$ cat config.mk
export PLATFORM = sky130hd
export DESIGN_NAME = nec_ir_decoder
export DESIGN_NICKNAME = d
export VERILOG_FILES = /design/src/rtl/nec_ir_decoder.sv
export SDC_FILE = /design/constraint.sdc
export NUM_CORES = 1
export LEC_CHECK = 0
export CAP_MARGIN = 20
export CORE_MARGIN = 4
export CORE_UTILIZATION = 50
export DETAILED_ROUTE_END_ITERATION = 8
export PLACE_DENSITY = 0.76
export SETUP_SLACK_MARGIN = 0.2
export SYNTH_ARGS = -nofsm -noshare
export SYNTH_HDL_FRONTEND = slang
export SYNTH_SLANG_ARGS = --single-unit
$ cat constraint.sdc
create_clock -name nec_clk -period 2.4 [get_ports nec_clk]
set_input_delay 0.6 -clock nec_clk [delete_from_list [all_inputs] [get_ports nec_clk]]
set_output_delay 0.6 -clock nec_clk [all_outputs]
set_load 0.01 [all_outputs]
$ cat src/rtl/nec_ir_decoder.sv
// NEC infrared frame decoder: measures mark/space widths in nec_clk ticks and assembles 32-bit frames.
// Define NEC_REPEAT_EN to compile in repeat-code support (REPEAT_MARK path, have_last, idle timeout).
module nec_ir_decoder #(
    parameter int LEAD_LOW_TICKS       = 160,
    parameter int LEAD_HIGH_TICKS      = 80,
    parameter int REPEAT_HIGH_TICKS    = 40,
    parameter int MARK_TICKS           = 10,
    parameter int ONE_THRESH           = 20,
    parameter int SPACE_MAX            = 35,
    parameter int TOL                  = 5,
    parameter int REPEAT_TIMEOUT_TICKS = 2200,
    parameter int ADDR_CHECK           = 0
) (
    input  logic        nec_clk,
    input  logic        reset_n,
    input  logic        ir_signal,
    output logic [31:0] word,
    output logic [7:0]  addr,
    output logic [7:0]  cmd,
    output logic        frame_valid,
    output logic        repeat_valid,
    output logic        error,
    output logic [1:0]  err_code,
    output logic        busy
);
    localparam int CNT_REF = (LEAD_LOW_TICKS + TOL > REPEAT_TIMEOUT_TICKS) ?
                             LEAD_LOW_TICKS + TOL : REPEAT_TIMEOUT_TICKS;
    localparam int CW = $clog2(CNT_REF + 2);

    localparam logic [CW-1:0] LL_MIN  = CW'(LEAD_LOW_TICKS - TOL);
    localparam logic [CW-1:0] LL_MAX  = CW'(LEAD_LOW_TICKS + TOL);
    localparam logic [CW-1:0] LH_MIN  = CW'(LEAD_HIGH_TICKS - TOL);
    localparam logic [CW-1:0] LH_MAX  = CW'(LEAD_HIGH_TICKS + TOL);
    localparam logic [CW-1:0] RP_MIN  = CW'(REPEAT_HIGH_TICKS - TOL);
    localparam logic [CW-1:0] RP_MAX  = CW'(REPEAT_HIGH_TICKS + TOL);
    localparam logic [CW-1:0] MK_MAX  = CW'(MARK_TICKS + TOL);
    localparam logic [CW-1:0] ONE_T   = CW'(ONE_THRESH);
    localparam logic [CW-1:0] SP_MAX  = CW'(SPACE_MAX);
    localparam logic [CW-1:0] CNT_SAT = {CW{1'b1}};
`ifdef NEC_REPEAT_EN
    localparam logic [CW-1:0] RPT_TO  = CW'(REPEAT_TIMEOUT_TICKS);
`endif

    localparam logic [2:0] S_IDLE        = 3'd0;
    localparam logic [2:0] S_LEAD_LOW    = 3'd1;
    localparam logic [2:0] S_LEAD_SPACE  = 3'd2;
    localparam logic [2:0] S_BIT_MARK    = 3'd3;
    localparam logic [2:0] S_BIT_SPACE   = 3'd4;
    localparam logic [2:0] S_STOP_MARK   = 3'd5;
`ifdef NEC_REPEAT_EN
    localparam logic [2:0] S_REPEAT_MARK = 3'd6;
`endif

    logic          sync1, sync2, prev;
    logic          rise, fall;
    logic [2:0]    state, nxt;
    logic [CW-1:0] cnt;
    logic [5:0]    bit_cnt;
    logic [31:0]   shift;
    logic          err, pass, shift_en;
    logic [1:0]    err_c;
    logic          fv_p, er_p;
    logic [1:0]    code_p;
    logic          in_ll, in_lh, in_rp, mark_ok, mark_over, chk_ok;
`ifdef NEC_REPEAT_EN
    logic          rep, rv_p, have_last;
`endif

    assign rise = sync2 & ~prev;
    assign fall = ~sync2 & prev;

    assign in_ll     = (cnt >= LL_MIN) && (cnt <= LL_MAX);
    assign in_lh     = (cnt >= LH_MIN) && (cnt <= LH_MAX);
    assign in_rp     = (cnt >= RP_MIN) && (cnt <= RP_MAX);
    assign mark_ok   = (cnt != '0) && (cnt <= MK_MAX);
    assign mark_over = (cnt > MK_MAX);
    assign chk_ok    = (shift[15:8] == ~shift[7:0]) &&
                       ((ADDR_CHECK == 0) || (shift[31:24] == ~shift[23:16]));

    // Timeouts are tested before edges so an edge on the timeout cycle is dropped.
    always_comb begin
        nxt      = state;
        err      = 1'b0;
        err_c    = 2'd0;
        pass     = 1'b0;
        shift_en = 1'b0;
`ifdef NEC_REPEAT_EN
        rep      = 1'b0;
`endif
        case (state)
            S_IDLE:       if (fall) nxt = S_LEAD_LOW;
            S_LEAD_LOW: begin
                if (cnt > LL_MAX || (rise && !in_ll)) err = 1'b1;
                else if (rise)                        nxt = S_LEAD_SPACE;
            end
            S_LEAD_SPACE: begin
                if (cnt > LH_MAX) err = 1'b1;
                else if (fall) begin
                    if (in_lh)      nxt = S_BIT_MARK;
`ifdef NEC_REPEAT_EN
                    else if (in_rp) nxt = S_REPEAT_MARK;
`else
                    else if (in_rp) err = 1'b1;  // repeat leaders unsupported in this build
`endif
                    else            err = 1'b1;
                end
            end
            S_BIT_MARK: begin
                if (mark_over || (rise && !mark_ok)) err = 1'b1;
                else if (rise)                       nxt = S_BIT_SPACE;
            end
            S_BIT_SPACE: begin
                if (cnt >= SP_MAX) err = 1'b1;
                else if (fall) begin
                    shift_en = 1'b1;
                    nxt      = (bit_cnt == 6'd31) ? S_STOP_MARK : S_BIT_MARK;
                end
            end
            S_STOP_MARK: begin
                if (mark_over || (rise && !mark_ok)) err = 1'b1;
                else if (rise) begin
                    nxt = S_IDLE;
                    if (chk_ok) pass = 1'b1;
                    else begin
                        err   = 1'b1;
                        err_c = 2'd1;
                    end
                end
            end
`ifdef NEC_REPEAT_EN
            S_REPEAT_MARK: begin
                if (mark_over || (rise && !mark_ok)) err = 1'b1;
                else if (rise) begin
                    nxt = S_IDLE;
                    if (have_last) rep = 1'b1;
                    else begin
                        err   = 1'b1;
                        err_c = 2'd2;
                    end
                end
            end
`endif
            default:      nxt = S_IDLE;
        endcase
        if (err) nxt = S_IDLE;
    end

    always_ff @(posedge nec_clk) begin
        if (!reset_n) begin
            sync1        <= 1'b1;
            sync2        <= 1'b1;
            prev         <= 1'b1;
            state        <= S_IDLE;
            cnt          <= '0;
            bit_cnt      <= '0;
            shift        <= '0;
            fv_p         <= 1'b0;
            er_p         <= 1'b0;
            code_p       <= 2'd0;
            word         <= '0;
            frame_valid  <= 1'b0;
            error        <= 1'b0;
            err_code     <= 2'd0;
`ifdef NEC_REPEAT_EN
            rv_p         <= 1'b0;
            have_last    <= 1'b0;
            repeat_valid <= 1'b0;
`endif
        end else begin
            sync1 <= ir_signal;
            sync2 <= sync1;
            prev  <= sync2;
            state <= nxt;

            if (nxt != state)      cnt <= '0;
            else if (cnt != CNT_SAT) cnt <= cnt + 1'b1;

            if (state == S_LEAD_SPACE && nxt == S_BIT_MARK) bit_cnt <= '0;
            else if (shift_en)                               bit_cnt <= bit_cnt + 6'd1;
            if (shift_en) shift <= {shift[30:0], cnt >= ONE_T};

            // Decision stage, then output stage: strobes land 3 ticks after the edge is sampled.
            fv_p <= pass;
            er_p <= err;
            if (err) code_p <= err_c;

            frame_valid <= fv_p;
            error       <= er_p;
            if (er_p) err_code <= code_p;
            if (fv_p) word     <= shift;
`ifdef NEC_REPEAT_EN
            rv_p         <= rep;
            repeat_valid <= rv_p;
            if (err)                                        have_last <= 1'b0;
            else if (pass)                                  have_last <= 1'b1;
            else if (state == S_IDLE && cnt >= RPT_TO)      have_last <= 1'b0;
`endif
        end
    end

`ifndef NEC_REPEAT_EN
    assign repeat_valid = 1'b0;
`endif

    assign addr = word[31:24];
    assign cmd  = word[15:8];
    assign busy = (state != S_IDLE);
endmodule
-- Yosys cells after proc, flatten, opt, wreduce, memory -nomap -nowiden
Index checks and enable logic that the tools add are counted.
- flip-flop bits (word level): 96
- output and inout bits: 54
- logic and storage cells: 93
- add/sub/neg operators: 2
- magnitude comparators: 10
- equal/unequal tests: 10
- multiplexer cells: 33
- bitwise logic cells: 8
- reductions and logical operators: 16
- operators by type and width (operator ; count):
    2-to-1 mux 3 bit ; 14
    case mux 3 bit (6 select lines) ; 1
    2-to-1 mux 1 bit ; 17
    adder 12 x 1 -> 12 bit, second input constant ; 1
    >= comparator 12 x 5 -> 1 bit, second input constant ; 1
    >= comparator 12 x 6 -> 1 bit, second input constant ; 1
    >= comparator 12 x 7 -> 1 bit, second input constant ; 1
    >= comparator 12 x 8 -> 1 bit, second input constant ; 1
    > comparator 12 x 4 -> 1 bit, second input constant ; 1
    > comparator 12 x 7 -> 1 bit, second input constant ; 1
    > comparator 12 x 8 -> 1 bit, second input constant ; 1
    <= comparator 12 x 4 -> 1 bit, second input constant ; 1
    <= comparator 12 x 7 -> 1 bit, second input constant ; 1
    <= comparator 12 x 8 -> 1 bit, second input constant ; 1
    != test 12 bit, second input constant ; 1
    nonzero test 12 bit ; 1
    equality test 3 x 2 -> 1 bit, second input constant ; 3
    equality test 8 bit ; 1
    inverter 8 bit ; 1
    adder 6 x 1 -> 6 bit, second input constant ; 1
    equality test 3 bit, second input constant ; 2
    equality test 6 x 5 -> 1 bit, second input constant ; 1
    logical AND 1 bit ; 6
    inverter 1 bit ; 5
    other kinds (10) ; 14

-- Logic depth before layout (Yosys ltp)
Gate-level depths: netlist of the first run.
- depth in word-level cells: 11
- depth in mapped cells: 11

-- Worst setup path after synthesis of the first run
No wires, ideal clock.
- path type: register to register
- start: register cnt[1]
- end: register cnt[0]
- arrival time: 2.350 ns
- data required time: 2.287 ns
- setup slack: -0.064 ns
- stages on the path, launching flop included: 11
- path buffers: 1
- period minus slack after synthesis: 2.464 ns
- path through: dfxtp_1 inv_1 ha_1 nand2_1 a2111o_1 a2111oi_4 o22ai_1 or3_4 a41oi_2 buf_6 nor2_2
- longest elaborated chain between the ends: 10
- RTL lines (what ; line ; source):
    start: declaration ; 57 ; logic [CW-1:0] cnt;
    start signal: assignment ; 176 ; else if (cnt != CNT_SAT) cnt <= cnt + 1'b1;
    <= comparator 12 x 4 -> 1 bit, or another cell as far along ; 75 ; assign mark_ok = (cnt != '0) && (cnt <= MK_MAX);
    logical AND 1 bit, on equally long branches ; 75, 72 ;
    zero test 1 bit, on equally long branches ; 109, 120, 93 ;
    logical AND 1 bit, on equally long branches ; 109, 120, 93 ;
    logical OR 1 bit, on equally long branches ; 109, 120, 93 ;
    2-to-1 mux 3 bit, or another cell as far along ; 120 ; if (mark_over || (rise && !mark_ok)) err = 1'b1;
    case mux 3 bit (6 select lines) or case mux 1 bit (5 select lines) (tied branches) ; 90 ; case (state)
    2-to-1 mux 3 bit ; 145 ; if (err) nxt = S_IDLE;
    != test 3 bit ; 175 ; if (nxt != state) cnt <= '0;
    OR reduction 2 bit (no line) ; - ;
Parallel ways exist; a longest one is shown, timed or not.
A chain may end at the register's enable or synchronous reset.

-- Final worst setup path of the first run
- start: register cnt[1]
- end: register bit_cnt[1]
- longest elaborated chain between the ends: 11
- RTL lines (what ; line ; source):
    <= comparator 12 x 4 -> 1 bit, or another cell as far along ; 75 ;
    logical AND 1 bit, on equally long branches ; 75, 72 ;
    zero test 1 bit, on equally long branches ; 109, 120, 93 ;
    logical AND 1 bit, on equally long branches ; 109, 120, 93 ;
    logical OR 1 bit, on equally long branches ; 109, 120, 93 ;
    2-to-1 mux 3 bit, or another cell as far along ; 120 ;
    case mux 3 bit (6 select lines) or case mux 1 bit (5 select lines) (tied branches) ; 90 ;
    2-to-1 mux 3 bit ; 145 ;
    equality test 3 x 2 -> 1 bit ; 178 ; if (state == S_LEAD_SPACE && nxt == S_BIT_MARK) bit_cnt <= '0;
    logical AND 1 bit ; 178 ;
    OR reduction 2 bit (no line) ; - ;
    end signal: assignment ; 179 ; else if (shift_en) bit_cnt <= bit_cnt + 6'd1;
    end: declaration ; 58 ; logic [5:0] bit_cnt;
Parallel ways exist; a longest one is shown, timed or not.

==> results of run 1 <==
-- cell type report --
cell class,instances,share of cell area [%]
Clock buffer,9,2.26
Tap cell,105,2.40
Sequential cell,94,34.5
Multi-Input combinational cell,346,39.9
Clock inverter,7,1.33
Inverter,6,0.457
Timing Repair Buffer,103,19.1
-- metrics by stage --
stage	instance area (sq um)	worst slack, ns	util [%]	power, mW	hold slack (ns)
2_1_floorplan	4340	0.0306	-	1.70	0.386
3_3_place_gp	5010	-0.0151	60.3	1.74	0.388
3_5_place_dp	5010	-0.129	60.3	1.74	0.397
4_1_cts	5380	-0.0854	64.8	2.78	0.422
5_1_grt	5470	-0.288	65.9	2.86	0.429
6_report	5470	-0.167	65.9	2.78	0.420
-- kinds of logic (layout without fill, tap and decap cells) --
group | after synthesis | after routing | synth area share, %
simple gates | 213 | 213 | 23.6
flops | 94 | 94 | 43.9
compound gates | 73 | 73 | 11.6
buf+inv | 57 | 125 | 7.61
mux | 34 | 34 | 7.96
xor+xnor | 20 | 20 | 4.08
fa+ha+maj | 4 | 4 | 1.17
other cells | 1 | 2 | 0.0874
-- routing by layer --
metal | up-vias | wire length (microns)
met4 | 0 | 293
met1 | 1838 | 4610
met3 | 35 | 655
met2 | 149 | 5370
met5 | - | 0
li1 | 1806 | -
-- worst reg2reg max path: cells and delay by family, from the launching register on --
kind                     cells  cell delay [ns]
AO/OA/AOI/OAI                5             1.38
adder cells (fa/ha/maj)      1             0.12
buffers and inverters        2             0.23
flip-flops                   1             0.36
AND/OR/NAND/NOR              2             0.41
-- path summary, 6_finish.rpt --
path                endpoint  cells after the start
hold reg to reg        sync2                      1
hold / removal         sync2                      1
setup / recovery  bit_cnt[1]                     10
setup reg to reg  bit_cnt[1]                     10
-- state kept, by name (all words and copies together), names as in the netlist --
| register | cells |
|---|---|
| bit_cnt | 6 |
| sync2 | 1 |
| sync1 | 1 |
| err_code | 1 |
| shift | 32 |
| frame_valid | 1 |
| error | 1 |
| fv_p | 1 |
| cnt | 12 |
| word | 32 |
| prev | 1 |
| state | 3 |
| code_p | 1 |
| er_p | 1 |
-- power groups by stage --
stage                     sequential (mW)  clock [mW]  combinational [mW]
after detailed placement             1.61           0               0.132
after floorplan                      1.61           0              0.0937
after CTS                            1.58        1.06               0.140
after global routing                 1.58        1.12               0.156
final                                1.58        1.06               0.145
after global placement               1.61           0               0.129
-- cells in the final DEF (no fill, tap or decap), drive strengths merged, types with 3 or more instances in the layout --
master	netlist	final
o21ai	9	9
a21oi	40	40
nand2b	4	4
clkinv	1	3
and3	6	6
mux2i	33	33
and2	3	3
clkdlybuf4s50	0	54
inv	5	9
a31o	3	3
buf	31	47
ha	4	4
nand4	15	15
clkbuf	20	10
dfxtp	94	94
nor2b	4	4
xnor2	7	7
nor3	6	6
nand3	19	19
nor2	62	62
nor4	3	3
xor2	13	13
nand2	78	78
-- repair_timing --
item / in CTS / in global routing
pin swaps: 2 / 5
endpoints found under the setup margin: 55 / 56
hold buffers: 0 / 0
gates resized for setup: 10 / 16
gates cloned: 3 / 1
setup buffers: 9 / 1
==> metrics.md, run 1 <==
| Metric | Value |
|---|---|
| Tightest Pin Transition | `0.585 ns` |
| Die W | `101 microns` |
| CTS clk-pin slew, worst paths | `0.10 ns` |
| Drt drc | `0` |
| CTS tree | `done` |
| Antenna violations before repair | `0` |
| Clk pwr share | `38.1%` |
| Synth async-reset ratio | `0%` |
| Latest clock arrival within the worst-skew pair | `0.38 ns` |
| Number of port buffers | `54` |
| Final WS setup | `-0.167 ns` |
| First-pass GRT wire length | `17.0 mm` |
| DRT antenna net count | `0` |
| Max clock buf depth | `2` |
| Max Cap Viol | `0` |
| Synth area leader | `dfxtp_1` |
| Pwr/cell area | `509 nW/um^2` |
| Final hold vios | `0` |
| Post-synth design cell area | `4290 sq um` |
| Critical path peak fanout | `6` |
| Share of the yosys chip area belonging to registers | `43.9%` |
| H-tree Lvls | `3` |
| RSZ-0062 raised after global routing | `yes` |
| Total Nets Final | `567` |
| FF+latch area | `1890 sq um` |
| Top Ports | `57` |
| Routability cong. | `0.922` |
| Worst setup SP type | `register` |
| Commonest cells in the netlist | `94 x dfxtp_1, 78 x nand2_1, 52 x nor2_1` |
| FMAX | `390 MHz` |
| # rows | `33` |
| DP HPWL | `6.85 mm` |
| Internal power | `2.04 mW` |
| Syn. warnings | `0` |
| Post-Place Cells | `640` |
| Top_reg_cell synth | `dfxtp_1` |
| Final Setup Violations | `22` |
| Met3 usage | `3.53%` |
| Vias | `3,828` |
| Final wirelength | `10.9 mm` |
| WL/cell | `16.3 microns` |
| Root Driver | `clkbuf_8` |
| GRT busiest layer | `met2` |
| Post-synth top area share | `43.9%` |
| 1st-iter DRT viols | `245` |
| Core area | `8300 sq um` |
| Clock sink total | `94` |
| Combinational power share | `5.2%` |
| Min-delay src | `sync1` |
| Vias per std cell | `5.71` |
| Top delay family on crit path | `compound AO/OA/AOI/OAI gates` |
| Post-synth EDFFs | `0` |
| NetSw | `0.748 mW` |
| Vias in the first global route | `3,542` |
| Worst path required time | `2.71 ns` |
| Die Y | `101 microns` |
| Avg Cell Area, Syn | `8.65 sq um` |
| Starting Density | `51.7%` |
| Failing checks | `negative setup slack` |
| Critical Path Max Stage Delay | `0.49 ns` |
| Final setup skew | `0.0164 ns` |
| Worst EP arrival | `2.88 ns` |
| Top-count cell post-synth | `dfxtp_1` |
| CP max-delay cell | `a2111o_1` |
| TNS Setup | `-2.70 ns` |
| Slew Viols, Final | `0` |
| GRT Residual Overflow | `0` |
| Critical path launch point | `cnt[1]` |
| CP cell instances | `inv_4 > ha_4 > nand2_1 > a2111o_1 > a2111oi_4 > o22ai_2 > or3_4 > buf_4 > a31o_4 > a21oi_1` |
| Reg2Reg Launch Point | `cnt[1]` |
| DIE AREA | `10,100 sq um` |
| Top post-synthesis cells by area | `dfxtp_1 44%, mux2i_1 7.7%, nand2_1 6.8%` |
| Period utilization | `107%` |
| Kind of end point of the critical path | `register` |
| Outcome | `finished with violations` |
| Switching share of power | `26.9%` |
| R2R setup slack | `-0.17 ns` |
| #FFs+latches synth | `94` |
| Slew HR | `60.9%` |
| Sequential share of power | `56.6%` |
| All-Layer GR Usage | `20.6%` |
| Worst Path Buf+Inv | `2` |
| Fraction of layout cells with a size suffix above 1 | `19.3%` |
| Diodes inserted | `0` |
| GR met2 Demand/Resource | `34.4%` |
| Post-route minimum period | `2.57 ns` |
| Peak VDD IR | `0.286 mV` |
| Synth cell types | `58` |
| Non-Filler Instances | `670` |
| Clock buffer count from CTS | `9` |
| Worst hold path type | `register to register` |
| DRT Pass-1 Iters | `5` |
| Leak | `1.97 nW` |
| FILL cells | `670` |
| Synth Instances | `496` |
| Largest net degree at the start of global routing | `54` |
| Area of the multi-input gates | `2180 sq um` |
| Synthesis-to-layout area growth | `27.5%` |
| Met1 Usage GRT | `26.7%` |
| WS Path Type | `register to register` |
Note: power is estimated with default switching activity, not from simulation.
==> run 2: changes to the inputs <==
--- a/config.mk
+++ b/config.mk
@@ -9,6 +9,7 @@
 export CORE_MARGIN = 4
 export CORE_UTILIZATION = 50
 export DETAILED_ROUTE_END_ITERATION = 8
+export MAX_ROUTING_LAYER = met4
 export PLACE_DENSITY = 0.76
 export SETUP_SLACK_MARGIN = 0.2
 export SYNTH_ARGS = -nofsm -noshare
==> run 2 against run 1 <==
Net effect: the flow still finishes with violations (negative setup slack); clock skew down 0.0079 ns; non-clock buffer count down 2; global-route usage up 0.13 points; maximum frequency up 1.5%; sequential power about the same; largest cell class unchanged; highest routed layer unchanged.
==> metrics.md, run 2 (synthesis results as in run 1) <==
| Metric | Value |
|---|---|
| Hold_buf cts | `0` |
| R2R setup slack | `-0.13 ns` |
| FMAX | `395 MHz` |
| # rows | `33` |
| CTS clk-pin slew, worst paths | `0.09 ns` |
| TNS Setup | `-1.35 ns` |
| Fraction of layout cells with a size suffix above 1 | `21.3%` |
| Final hold vios | `0` |
| Commonest non-fill, non-tap cell in the layout | `dfxtp_1` |
| Slew Viols, Final | `0` |
| RSZ-0062 raised after global routing | `yes` |
| Period utilization | `105%` |
| Worst setup SP type | `register` |
| Final WS setup | `-0.129 ns` |
| Final wirelength | `10.3 mm` |
| Tightest Pin Transition | `0.629 ns` |
| Die Y | `101 microns` |
| Leak | `1.94 nW` |
| Pwr/cell area | `496 nW/um^2` |
| Failing checks | `negative setup slack` |
| Largest net degree at the start of global routing | `51` |
| Root Driver | `clkbuf_8` |
| Final Setup Violations | `14` |
| GRT Residual Overflow | `0` |
| Core area | `8300 sq um` |
| Critical register-to-register path endpoint | `cnt[2]` |
| Number of port buffers | `54` |
| Top Ports | `57` |
| Post-route minimum period | `2.53 ns` |
| Diodes inserted | `0` |
| Worst hold path type | `register to register` |
| Hold Path End | `sync2` |
| Critical Path Max Stage Delay | `0.47 ns` |
| H-tree Lvls | `3` |
| Pre-CTS WS | `-0.114 ns` |
| CTS tree | `done` |
| Die W | `101 microns` |
| Worst path required time | `2.67 ns` |
| CP cell instances | `inv_4 > ha_4 > nand2_2 > a2111o_1 > a2111oi_4 > o22ai_2 > or3_4 > a41oi_4 > buf_12 > nor3b_1` |
| Latest clock arrival within the worst-skew pair | `0.37 ns` |
| Fin Hold WS | `0.412 ns` |
| Max Cap Viol | `0` |
| DP HPWL | `6.81 mm` |
| Peak VDD IR | `0.373 mV` |
| Min-delay src | `sync1` |
| Max clock buf depth | `2` |
| DIE AREA | `10,100 sq um` |
| Design Area, Final | `5490 sq um` |
| WL/cell | `15.4 microns` |
| Critical path peak fanout | `12` |
| Worst Hold Depth | `1` |
| DRT Pass-1 Iters | `5` |
| Slew HR | `58.0%` |
| Outcome | `finished with violations` |
| 1st-iter DRT viols | `160` |
| Clock sink total | `94` |
| Final setup skew | `0.00850 ns` |
| Placed Area | `5000 sq um` |
| Kind of end point of the critical path | `register` |
| Drt drc | `0` |
| Worst Reg2Reg Path Length in Cells | `10` |
| Vias per std cell | `5.53` |
| Clock buffer count from CTS | `9` |
| CP max-delay cell | `a2111o_1` |
| Reg2Reg Launch Point | `cnt[1]` |
| Most frequent cells in the layout | `88 x dfxtp_1, 77 x nand2_1, 54 x clkdlybuf4s50_1` |
| Total Nets Final | `565` |
| Vias in the first global route | `3,527` |
| Starting Density | `51.7%` |
| DRT antenna net count | `0` |
| Synthesis-to-layout area growth | `27.9%` |
| Worst EP arrival | `2.79 ns` |
| Antenna violations before repair | `0` |
| Largest registers | `shift x32, word x32, cnt x12` |
| Vias | `3,696` |
| First-pass GRT wire length | `16.6 mm` |
| All-Layer GR Usage | `20.8%` |
| WS Path Type | `register to register` |
| Routability cong. | `0.961` |
==> run 2: cell types whose count changed in the layout (fill, tap and decap cells not counted), sizes merged <==
| cell | change |
|---|---|
| buf | -1 |
| inv | -2 |
| clkinv | -1 |
| clkinvlp | +2 |
==> run 2: how the worst max path moves through the flow <==
stage	startpoint	end	slack, ns
detailed placement	cnt[1]	cnt[8]	-0.11
floorplan	cnt[0]	cnt[0]	0.03
finish	cnt[1]	cnt[2]	-0.13
global placement	cnt[1]	cnt[8]	-0.01
global route	cnt[1]	cnt[2]	-0.18
CTS	cnt[1]	cnt[2]	-0.09
==> run 2: power by group <==
group          switching, mW  internal (mW)  total [mW]
Clock                  0.595          0.393       0.989
Sequential            0.0107           1.57        1.58
Combinational         0.0893         0.0646       0.154
==> run 2: what timing repair did <==
item,4_1_cts,5_1_grt
gates cloned,3,1
setup buffers,2,7
gates resized for setup,16,36
endpoints found under the setup margin,55,56
pin swaps,4,15
==> run 2: through the flow <==
stage,util (%),total power [mW],instances
after floorplan,-,1.70,497
after global placement,60.2,1.74,639
after detailed placement,60.2,1.74,639
after CTS,64.1,2.73,660
after global routing,66.1,2.82,668
final,66.1,2.72,668
==> run 2: per-layer routing <==
layer	wire length (microns)	part of all wire (%)	track usage (%)	up-vias
met5	0	0	-	-
met4	146	1.4	7.98	0
met3	600	5.8	4.98	18
met2	5150	50	33.4	104
met1	4400	43	25.2	1772
li1	-	-	-	1802
==> run 2: final cells by class <==
cell class	instances	area, sq um
fill	642	2810
multi-input combinational	346	2250
sequential	94	1900
timing repair buffer	101	1000
tap	105	131
clock buffer	10	128
clock inverter	6	52.6
inverter	6	28.8
==> run 2: critical path: cells and delay by family (launching register included) <==
kind            cells  cell delay, ns
fa+ha+maj           1            0.13
buf+inv             2            0.25
simple gates        3            0.49
compound gates      4            1.17
flops               1            0.37
==> run 3: changes to the inputs <==
--- a/config.mk
+++ b/config.mk
@@ -7,10 +7,11 @@
 export LEC_CHECK = 0
 export CAP_MARGIN = 20
 export CORE_MARGIN = 4
-export CORE_UTILIZATION = 50
+export CORE_UTILIZATION = 51
+export CTS_CLUSTER_SIZE = 40
 export DETAILED_ROUTE_END_ITERATION = 8
 export MAX_ROUTING_LAYER = met4
-export PLACE_DENSITY = 0.76
+export PLACE_DENSITY = 0.75
 export SETUP_SLACK_MARGIN = 0.2
 export SYNTH_ARGS = -nofsm -noshare
 export SYNTH_HDL_FRONTEND = slang
==> constraint.sdc (replaced) <==
create_clock -name nec_clk -period 2.53 [get_ports nec_clk]
set_input_delay 0.6325 -clock nec_clk [delete_from_list [all_inputs] [get_ports nec_clk]]
set_output_delay 0.6325 -clock nec_clk [all_outputs]
set_load 0.01 [all_outputs]
==> run 3 against run 2 <==
Net effect: final cell count decreased by 0.30%; power rose by 4.0%; via count is 0.41% higher; sequential power fell by 6%; first-iteration DRC count rose by 56%; critical path type unchanged; highest routed layer unchanged; count of clock-buffer cells in the layout shrank 1; the flow still finishes with violations (negative setup slack); register-to-register slack hardly changed; sequential share of layout area is 0.52 points higher.
==> metrics.md, run 3 (synthesis results as in run 1) <==
| Metric | Value |
|---|---|
| DRT antenna net count | `0` |
| Vias per std cell | `5.57` |
| # rows | `33` |
| Worst path required time | `2.79 ns` |
| GRT Residual Overflow | `0` |
| Commonest non-fill, non-tap cell in the layout | `dfxtp_1` |
| Latest clock arrival within the worst-skew pair | `0.37 ns` |
| Largest net degree at the start of global routing | `49` |
| Starting Density | `52.2%` |
| GR met2 Demand/Resource | `32.6%` |
| Core area | `8220 sq um` |
| Slew HR | `64.8%` |
| Slew Viols, Final | `0` |
| Final Setup Violations | `18` |
| Die Y | `99.7 microns` |
| Failing checks | `negative setup slack` |
| Final WS setup | `-0.143 ns` |
| CP max-delay cell | `a2111o_1` |
| Hold_buf cts | `0` |
| H-tree Lvls | `3` |
| Peak VDD IR | `0.326 mV` |
| Final wirelength | `9.94 mm` |
| Critical Path Max Stage Delay | `0.48 ns` |
| Pre-CTS WS | `-0.393 ns` |
| Antenna violations before repair | `0` |
| Most frequent cells in the layout | `88 x dfxtp_1, 78 x nand2_1, 54 x clkdlybuf4s50_1` |
| Met3 usage | `3.30%` |
| DP HPWL | `6.76 mm` |
| Worst hold path type | `register to register` |
| 1st-iter DRT viols | `250` |
| CTS tree | `done` |
| First-pass GRT wire length | `16.1 mm` |
| CP cell instances | `inv_2 > buf_6 > ha_4 > nand2_1 > a2111o_1 > a2111oi_4 > o22ai_2 > or3_4 > a41oi_4 > buf_12 > nor3b_1` |
| Top delay family on crit path | `compound AO/OA/AOI/OAI gates` |
| Die W | `99.7 microns` |
| WS Path Type | `register to register` |
| Root Driver | `clkbuf_8` |
| Post-route minimum period | `2.67 ns` |
| Max clock buf depth | `2` |
| Clock sink total | `94` |
| Leak | `1.92 nW` |
| WL/cell | `14.9 microns` |
| Vias | `3,711` |
| Pwr/cell area | `524 nW/um^2` |
| Routability cong. | `0.922` |
| Total Nets Final | `563` |
| Synthesis-to-layout area growth | `25.7%` |
| Vias in the first global route | `3,439` |
| Fraction of layout cells with a size suffix above 1 | `19.3%` |
| Largest registers | `shift x32, word x32, cnt x12` |
| GRT busiest layer | `met2` |
| DRT Pass-1 Iters | `5` |
| FILL cells | `682` |
| Power Total | `2.83 mW` |
| Fin Hold WS | `0.421 ns` |
| Clock buffer count from CTS | `9` |
| Period utilization | `106%` |
| All-Layer GR Usage | `20.5%` |
| DIE AREA | `9940 sq um` |
| Drt drc | `0` |
| Met1 Usage GRT | `25.9%` |
| RSZ-0062 raised after global routing | `yes` |
| Diodes inserted | `0` |
| Max Cap Viol | `0` |
| Tightest Pin Transition | `0.528 ns` |
| FMAX | `374 MHz` |
| CTS clk-pin slew, worst paths | `0.10 ns` |
| Area of the multi-input gates | `2200 sq um` |
| Final hold vios | `0` |
| Kind of end point of the critical path | `register` |
| FF+latch area | `1890 sq um` |
| Worst setup SP type | `register` |
| Critical path peak fanout | `12` |
| Outcome | `finished with violations` |
| Final setup skew | `0.0102 ns` |
| Worst Path Buf+Inv | `3` |
| Worst EP arrival | `2.93 ns` |
| Top Ports | `57` |
| Number of port buffers | `54` |
[run 3: changes by cell type in the layout (fill, tap and decap cells not counted), moves of 2 or more]
cell | before | now
bufinv_16 | 0 | 2
buf_6 | 7 | 2
a21oi_1 | 30 | 39
dfxtp_2 | 3 | 5
nor3_2 | 0 | 2
dfxtp_4 | 3 | 1
a21oi_2 | 10 | 1
buf_12 | 4 | 2
buf_4 | 33 | 41
clkinvlp_4 | 3 | 1
[run 3: path summary, 6_finish.rpt]
kind,startpoint,endpoint,slack (ns),cells after the start
hold / removal,sync1,sync2,0.42,1
setup reg to reg,cnt[1],cnt[8],-0.14,11
setup / recovery,cnt[1],cnt[8],-0.14,11
hold reg to reg,sync1,sync2,0.42,1
[run 3: per-stage QoR]
stage	cells	TNS, ns	area [sq um]	utilization [%]
after floorplan	497	0	4330	-
after global placement	647	-3.25	5030	61.2
after detailed placement	647	-3.93	5030	61.2
after CTS	665	-1.27	5330	64.9
after global routing	666	-3.04	5390	65.6
final	666	-2.05	5390	65.6
[run 3: per-layer routing]
metal	wire [microns]	share of wire, %	vias up
li1	-	-	1801
met1	4320	43	1783
met2	4940	50	114
met3	548	5.5	13
met4	138	1.4	0
met5	0	0	-
[run 3: area by class of cell]
class	instances	area share [%]
clock buffers	9	2.30
clock inverters	7	2.14
inverters	6	0.418
multi-input cells	346	40.7
flip-flops and latches	94	35.1
well taps	105	2.44
repair buffers	99	16.9
[run 3: timing repair]
item,in CTS,in global routing
gates resized for setup,8,14
setup endpoints to repair,20,24
setup buffers,2,1
pin swaps,9,2
[run 3: power breakdown]
part / internal (mW) / switching [mW] / total, mW
clock: 0.582 / 0.594 / 1.18
combinational: 0.0693 / 0.0862 / 0.155
sequential: 1.49 / 0.00894 / 1.49
